--- config.mk ---
export PLATFORM = sky130hd
export DESIGN_NAME = load_store_unit
export DESIGN_NICKNAME = d
export VERILOG_FILES = /design/src/rtl/load_store_unit.sv
export SDC_FILE = /design/constraint.sdc
export NUM_CORES = 1
export LEC_CHECK = 0
export BUFFER_PORTS_ARGS = -buffer_cell sky130_fd_sc_hd__buf_2
export CORE_ASPECT_RATIO = 0.7
export CORE_MARGIN = 2
export CORE_UTILIZATION = 50
export CTS_CLUSTER_SIZE = 14
export DETAILED_ROUTE_END_ITERATION = 10
export MAX_ROUTING_LAYER = met4
export PLACE_DENSITY_LB_ADDON = 0.1
export SETUP_SLACK_MARGIN = 0.15
export SLEW_MARGIN = 20
export SYNTH_ARGS = -nofsm -noshare
export SYNTH_HDL_FRONTEND = slang
export SYNTH_SLANG_ARGS = --single-unit
--- constraint.sdc ---
create_clock -name clock -period 3.2 [get_ports clock]
set_clock_uncertainty 0.05 [all_clocks]
set_input_delay 0.64 -clock clock [delete_from_list [all_inputs] [get_ports clock]]
set_output_delay 0.64 -clock clock [all_outputs]
set_load 0.01 [all_outputs]
--- src/rtl/load_store_unit.sv ---
// load_store_unit: data-port initiator for a word-addressed RAM.
// Handles byte/half/word loads and stores; sub-word stores use a
// read-modify-write because the RAM only takes full-word writes.
// Optional feature macro: MISALIGN_TRAP_EN (misaligned accesses return
// resp_error instead of being forced to the aligned lane).
//
// Handshake: a request is taken on a clock edge where req_valid and
// req_ready are both high; req_ready is high only in IDLE, so at most one
// request is in flight. resp_valid is a one-cycle pulse with no backpressure.

`ifndef ARCH_WIDTH
`define ARCH_WIDTH 32
`endif

module load_store_unit #(
  parameter int DEPTH_LOG2 = 10
) (
  input  logic                   clock,
  input  logic                   reset_n,
  input  logic                   req_valid,
  output logic                   req_ready,
  input  logic                   req_write,
  input  logic [1:0]             req_size,
  input  logic                   req_unsigned,
  input  logic [`ARCH_WIDTH-1:0] req_addr,
  input  logic [`ARCH_WIDTH-1:0] req_wdata,
  output logic                   resp_valid,
  output logic [`ARCH_WIDTH-1:0] resp_data,
  output logic                   resp_error,
  output logic [DEPTH_LOG2-1:0]  mem_addr,
  output logic                   mem_rd,
  input  logic [`ARCH_WIDTH-1:0] mem_rdata,
  output logic                   mem_wr,
  output logic [`ARCH_WIDTH-1:0] mem_wdata
);
  localparam int W = `ARCH_WIDTH;

  typedef enum logic [2:0] {IDLE, RD, DATA, WR, RESP} state_e;

  state_e                state_q;
  logic                  write_q;
  logic                  byte_q;
  logic                  half_q;
  logic                  unsigned_q;
  logic [1:0]            off_q;
  logic [DEPTH_LOG2-1:0] widx_q;
  logic [15:0]           wdata_q;

  logic                  req_ready_q;
  logic                  resp_valid_q;
  logic [W-1:0]          resp_data_q;
  logic                  resp_error_q;
  logic [DEPTH_LOG2-1:0] mem_addr_q;
  logic                  mem_rd_q;
  logic                  mem_wr_q;
  logic [W-1:0]          mem_wdata_q;

  logic                  in_byte;
  logic                  in_half;
  logic                  in_trap;
  logic [1:0]            in_off;
  logic [DEPTH_LOG2-1:0] in_widx;
  logic [4:0]            sh;
  logic [7:0]            byte_v;
  logic [15:0]           half_v;
  logic [W-1:0]          load_d;
  logic [W-1:0]          merged_d;

  // Address bits above the RAM index are deliberately ignored (wrap).
  logic unused_addr_bits;
  assign unused_addr_bits = ^req_addr[W-1:DEPTH_LOG2+2];

  assign req_ready  = req_ready_q;
  assign resp_valid = resp_valid_q;
  assign resp_data  = resp_data_q;
  assign resp_error = resp_error_q;
  assign mem_addr   = mem_addr_q;
  assign mem_rd     = mem_rd_q;
  assign mem_wr     = mem_wr_q;
  assign mem_wdata  = mem_wdata_q;

  // Decode the incoming request: size class, effective lane offset, trap.
  always_comb begin
    in_byte = (req_size == 2'd0);
    in_half = (req_size == 2'd1);
    in_widx = req_addr[DEPTH_LOG2+1:2];
    if (in_byte)      in_off = req_addr[1:0];
    else if (in_half) in_off = {req_addr[1], 1'b0};
    else              in_off = 2'b00;
`ifdef MISALIGN_TRAP_EN
    in_trap = (in_half && req_addr[0]) ||
              (!in_byte && !in_half && (req_addr[1:0] != 2'b00));
`else
    in_trap = 1'b0;
`endif
  end

  // Lane extraction for loads and lane merge for sub-word stores.
  always_comb begin
    sh     = {off_q, 3'b000};
    byte_v = 8'(mem_rdata >> sh);
    half_v = 16'(mem_rdata >> sh);
    if (byte_q)      load_d = {{(W-8){byte_v[7] & ~unsigned_q}}, byte_v};
    else if (half_q) load_d = {{(W-16){half_v[15] & ~unsigned_q}}, half_v};
    else             load_d = mem_rdata;
    if (byte_q)
      merged_d = (mem_rdata & ~(W'(8'hFF) << sh)) | (W'(wdata_q[7:0]) << sh);
    else
      merged_d = (mem_rdata & ~(W'(16'hFFFF) << sh)) | (W'(wdata_q) << sh);
  end

  // Control FSM with registered memory-side and response outputs.
  always_ff @(posedge clock) begin
    if (!reset_n) begin
      state_q      <= IDLE;
      write_q      <= 1'b0;
      byte_q       <= 1'b0;
      half_q       <= 1'b0;
      unsigned_q   <= 1'b0;
      off_q        <= 2'b00;
      widx_q       <= '0;
      wdata_q      <= '0;
      req_ready_q  <= 1'b0;
      resp_valid_q <= 1'b0;
      resp_data_q  <= '0;
      resp_error_q <= 1'b0;
      mem_addr_q   <= '0;
      mem_rd_q     <= 1'b0;
      mem_wr_q     <= 1'b0;
      mem_wdata_q  <= '0;
    end else begin
      // Outputs default to 0 and are raised only on entry to their state.
      resp_valid_q <= 1'b0;
      resp_data_q  <= '0;
      resp_error_q <= 1'b0;
      mem_addr_q   <= '0;
      mem_rd_q     <= 1'b0;
      mem_wr_q     <= 1'b0;
      mem_wdata_q  <= '0;
      case (state_q)
        IDLE: begin
          req_ready_q <= 1'b1;
          if (req_valid && req_ready_q) begin
            req_ready_q <= 1'b0;
            write_q     <= req_write;
            byte_q      <= in_byte;
            half_q      <= in_half;
            unsigned_q  <= req_unsigned;
            off_q       <= in_off;
            widx_q      <= in_widx;
            wdata_q     <= req_wdata[15:0];
            if (in_trap) begin
              state_q      <= RESP;
              resp_valid_q <= 1'b1;
              resp_error_q <= 1'b1;
            end else if (req_write && !in_byte && !in_half) begin
              state_q     <= WR;
              mem_wr_q    <= 1'b1;
              mem_addr_q  <= in_widx;
              mem_wdata_q <= req_wdata;
            end else begin
              state_q    <= RD;
              mem_rd_q   <= 1'b1;
              mem_addr_q <= in_widx;
            end
          end
        end
        RD: state_q <= DATA;
        DATA: begin
          if (write_q) begin
            state_q     <= WR;
            mem_wr_q    <= 1'b1;
            mem_addr_q  <= widx_q;
            mem_wdata_q <= merged_d;
          end else begin
            state_q      <= RESP;
            resp_valid_q <= 1'b1;
            resp_data_q  <= load_d;
          end
        end
        WR: begin
          state_q      <= RESP;
          resp_valid_q <= 1'b1;
        end
        RESP: begin
          state_q     <= IDLE;
          req_ready_q <= 1'b1;
        end
        default: state_q <= IDLE;
      endcase
    end
  end

endmodule

Word level (Yosys, flattened, before mapping)
Index checks and enable logic that the tools add are counted.

cells by class
  equal/unequal tests = 6
  shift operators = 5
  muxes and demuxes = 25
  bitwise logic cells = 11
  reductions and logical operators = 11

operators by type and width
  kind                                                                    count
  32-bit 2-to-1 mux                                                       6
  32-bit AND                                                              2
  32-bit inverter                                                         2
  32-bit OR                                                               2
  32-bit case mux with 2 select lines                                     1
  16-bit by 5-bit << shifter with 32-bit output                           1
  16-bit by 5-bit << shifter with 32-bit output (first input constant)    1
  8-bit by 5-bit << shifter with 32-bit output                            1
  8-bit by 5-bit << shifter with 32-bit output (first input constant)     1
  32-bit by 5-bit right shift with 16-bit output                          1
  10-bit 2-to-1 mux                                                       2
  10-bit case mux with 2 select lines                                     1
  3-bit case mux with 4 select lines                                      1
  3-bit by 2-bit equality test with 1-bit output (second input constant)  2
  1-bit 2-to-1 mux                                                        6
  2-bit 2-to-1 mux                                                        3
  3-bit 2-to-1 mux                                                        2
  1-bit case mux with 2 select lines                                      3
  3-bit by 1-bit equality test with 1-bit output (second input constant)  1
  3-bit equality test (second input constant)                             1
  1-bit logical AND                                                       3
  3-bit logical NOT                                                       1
  1-bit inverter                                                          3
  3-bit AND reduction                                                     1
  8 further kinds                                                         10

storage, ports and cells
  register bits after elaboration = 113
  input bits = 103
  output and inout bits = 79
  word-level logic and storage cells = 73

Depth between registers and ports, before layout
  depth after elaboration = 7
  depth in mapped cells = 9
  gate-level depth less buffers = 6

Least setup slack after synthesis
OpenSTA, ideal clock, no wires.

  path kind = flip-flop to flip-flop
  from = register off_q[1]
  to = register mem_wdata_q[16], in the netlist mem_wdata[16]
  library setup time = 0.117 ns
  arrival time = 1.972 ns
  required time = 3.033 ns
  path slack = 1.061 ns
  cell stages (with the launch flop) = 10
  path buffers = 3
  period minus slack after synthesis = 2.139 ns
  cell sequence = dfxtp_1 clkbuf_1 inv_1 clkbuf_1 buf_1 ha_1 nor2b_1 a21oi_1 o21ai_0 a22o_1

on the way
  cells in the longest elaborated chain, start to end = 7

ends and longest elaborated chain
  what                                                                                                           RTL line  source
  start: declaration                                                                                             45        logic [1:0] off_q;
  start signal: assignment                                                                                       149       off_q <= in_off;
  16-bit by 5-bit << shifter with 32-bit output or 8-bit by 5-bit << shifter with 32-bit output (tied branches)  109, 107
  32-bit inverter (on tied branches)                                                                             109, 107
  32-bit AND (on tied branches)                                                                                  109, 107
  32-bit OR (on tied branches)                                                                                   109, 107
  32-bit 2-to-1 mux (*)                                                                                          106       if (byte_q)
  32-bit 2-to-1 mux (*)                                                                                          170       if (write_q) begin
  32-bit case mux with 2 select lines (*)                                                                        140       case (state_q)
  end signal: assignment                                                                                         160       mem_wdata_q <= req_wdata;
  end signal: assignment                                                                                         174       mem_wdata_q <= merged_d;
  end: declaration                                                                                               56        logic [W-1:0] mem_wdata_q;

Every way passes the cells marked *; elsewhere a longest branch is shown, timed or not.
A chain may end at the register's enable or synchronous reset.

Final worst setup path
  from = register off_q[0]
  to = register mem_wdata_q[22], in the netlist mem_wdata[22]

The elaborated chain is that of the path after synthesis.

==> results.json <==
{
  "core_area_um2": 9610,
  "placed_area_um2": 5760,
  "end_kind": "flip-flop",
  "fin_crit_sh": 0.697,
  "drive_above_1_share": 0.277,
  "fin_tns_setup_ns": 0,
  "grt_pass1_wl_um": 23600,
  "met1_usage": 0.429,
  "grt_busiest_layer": "met1",
  "fmax_ghz": 0.448,
  "rsz0062_at_grt": "false",
  "pin_count": 182,
  "min_path_type": "in2reg",
  "syn-num-nets": 708,
  "hold_slack_ns": 0.369,
  "die_h_um": 86.7,
  "status": "finished, final reports clean",
  "ys_seq_elements": 113,
  "vias_per_cell": 5.59,
  "slew_headroom": 0.495,
  "setup_viol": 0,
  "crit_chain": "buf_4 -> clkinv_1 -> ha_1 -> nor2b_1 -> a22oi_1 -> o21ai_0 -> a22o_1",
  "num_rows": 30,
  "grt_pass1_vias": 4341,
  "leakagePower_nw": 2.85,
  "worst-path-max-fanout": 13,
  "area_delta_synth_final_pct": 30.3,
  "post_cts_buffers": 0,
  "cts-root-buf": "clkbuf_16",
  "ys_top_cells_by_area": "dfxtp_1 (46%), nand2_1 (10%), a21oi_1 (7.5%)",
  "yosys.area.top_type": "dfxtp_1",
  "cts.repair.resized": 0,
  "yosys_warnings": 0,
  "cp_slowest_stage_delay_ns": 0.46,
  "drc_errors": 0,
  "path_clk_slew_ns": 0.05,
  "async_reset_ff_frac": 0,
  "die_area_um2": 10600,
  "dp_slack_ns": 0.982,
  "grtUsageMet3": 0.0783,
  "drtIter0Drc": 570,
  "drv_cap": 0,
  "path_class": "reg2reg",
  "grt_max_degree": 35,
  "synth.top_cell.area_share": 0.463,
  "seq_area_frac_synth": 0.463,
  "wl_per_cell_um": 17.6,
  "io_buffers": 160,
  "cpMaxStageDelayCell": "nor2b_1",
  "die_x_um": 122,
  "start_kind": "flip-flop",
  "clk_latency_ns": 0.41,
  "nFillCells": 880,
  "place_congestion": 0.952,
  "cts_buffers": 17,
  "regArea_um2": 2260,
  "antenna_cells": 0,
  "vias": 4970,
  "p_total_mw": 3.77,
  "power_density_nw_per_um2": 591,
  "htreeDepth": 4,
  "grt_overflow": 0,
  "peakVddDrop_mv": 0.379,
  "crit_arrival_ns": 2.54,
  "initial_core_util": 0.509,
  "grt_antenna_before_repair": 0,
  "clock_path_buffers": 2,
  "drt_pass1_iterations": 6,
  "final_area_um2": 6370,
  "wl_um": 15700,
  "worst_slew_pin_slew_ns": 0.756,
  "ctsHoldBuffers": 0,
  "cp.required_ns": 3.51,
  "ant_nets": 0,
  "globalRouteMet2Util": 0.421,
  "clock_sinks": 113,
  "syn_inst": 601,
  "synth_flop_cell": "dfxtp_1",
  "timing.final.max_slew_violations": 0,
  "synth.avg_cell_area_um2": 8.14,
  "multiInputGateArea_um2": 2400,
  "track_usage": 0.304,
  "synth_area_um2": 4890,
  "nets": 855,
  "cts_tree": "built",
  "dp_hpwl_um": 11300,
  "ys_types": 43,
  "fin_crit_ns": 2.23,
  "fin_ws_ns": 0.970,
  "synth_edf_count": 0,
  "hold_viol": 0
}
layer usage:
layer / up-vias / wire (um) / share of wire
li1: 2392 / - / -
met1: 2315 / 7310 / 0.47
met2: 240 / 6580 / 0.42
met3: 23 / 1530 / 0.098
met4: 0 / 231 / 0.015
met5: - / 0 / 0
worst max-delay path: cells and delay by family (launching register included):
kind	cells	cell delay (ns)
compound gates	3	0.57
simple gates	1	0.46
fa+ha+maj	1	0.30
buf+inv	2	0.49
flops	1	0.31
path summary, 6_finish.rpt:
path / slack (ns) / endpoint / depth (start not counted) / start
worst max register to register: 0.97 / mem_wdata[22] / 7 / off_q[0]
worst min register to register: 0.41 / widx_q[2] / 2 / widx_q[2]
worst min-delay path: 0.37 / mem_wdata[27] / 3 / req_wdata[27]
worst max-delay path: 0.97 / mem_wdata[22] / 7 / off_q[0]
flip-flops by register name, summed over array words and instances (netlist names):
register    flops
byte_q          1
half_q          1
mem_addr       10
mem_rd          1
mem_wdata      32
mem_wr          1
off_q           2
req_ready       1
resp_data      32
resp_valid      1
state_q         3
unsigned_q      1
wdata_q        16
widx_q         10
write_q         1
kinds of logic after synthesis:
family | count (synthesis) | share of synthesized area
DFF | 113 | 0.463
muxes | 13 | 0.0292
other | 1 | 0.000767
and+or+nand+nor | 219 | 0.198
adders and majority gates | 4 | 0.0102
buffers and inverters | 56 | 0.0494
AOI/OAI and AO/OA | 195 | 0.250
cell type report:
cell class | instances | area share
Clock buffer | 23 | 0.0766
Timing Repair Buffer | 172 | 0.140
Clock inverter | 9 | 0.0200
Sequential cell | 113 | 0.355
Multi-Input combinational cell | 432 | 0.376
Inverter | 12 | 0.00707
Tap cell | 128 | 0.0251
synthesized netlist by cell type (all sizes together) (8+ instances only):
cell     number
nor2b        20
nor2         40
o2bb2ai       8
o21ai        35
a22oi        32
inv          11
buf          14
nand2       131
dfxtp       113
a22o         16
clkbuf       30
mux2i        12
a21oi        73
where the power goes:
part           total, mW  internal [mW]  switching [mW]  leakage [nW]
clock               1.95           1.30           0.647         0.307
sequential          1.48           1.45          0.0353         0.915
combinational      0.333          0.131           0.202          1.62
placed cells by master, fill, tap and decap left out, types with 5 or more instances in the layout:
cell type	instances
o21ai_0	33
a211o_1	7
a22oi_1	32
nor2b_1	20
nand2b_1	5
a21oi_1	73
buf_4	12
o2bb2ai_1	8
o22ai_1	7
nand2_1	131
a22o_1	16
o31ai_1	7
dfxtp_1	113
nor2_1	39
mux2i_1	12
inv_1	11
buf_2	160
clkbuf_16	17
stage by stage:
| step | std cells | utilization |
|---|---|---|
| after floorplan | 601 | - |
| after global placement | 857 | 0.599 |
| after detailed placement | 857 | 0.599 |
| after CTS | 889 | 0.663 |
| after global routing | 889 | 0.663 |
| final | 889 | 0.663 |
Power figures use the tool's default switching activity.
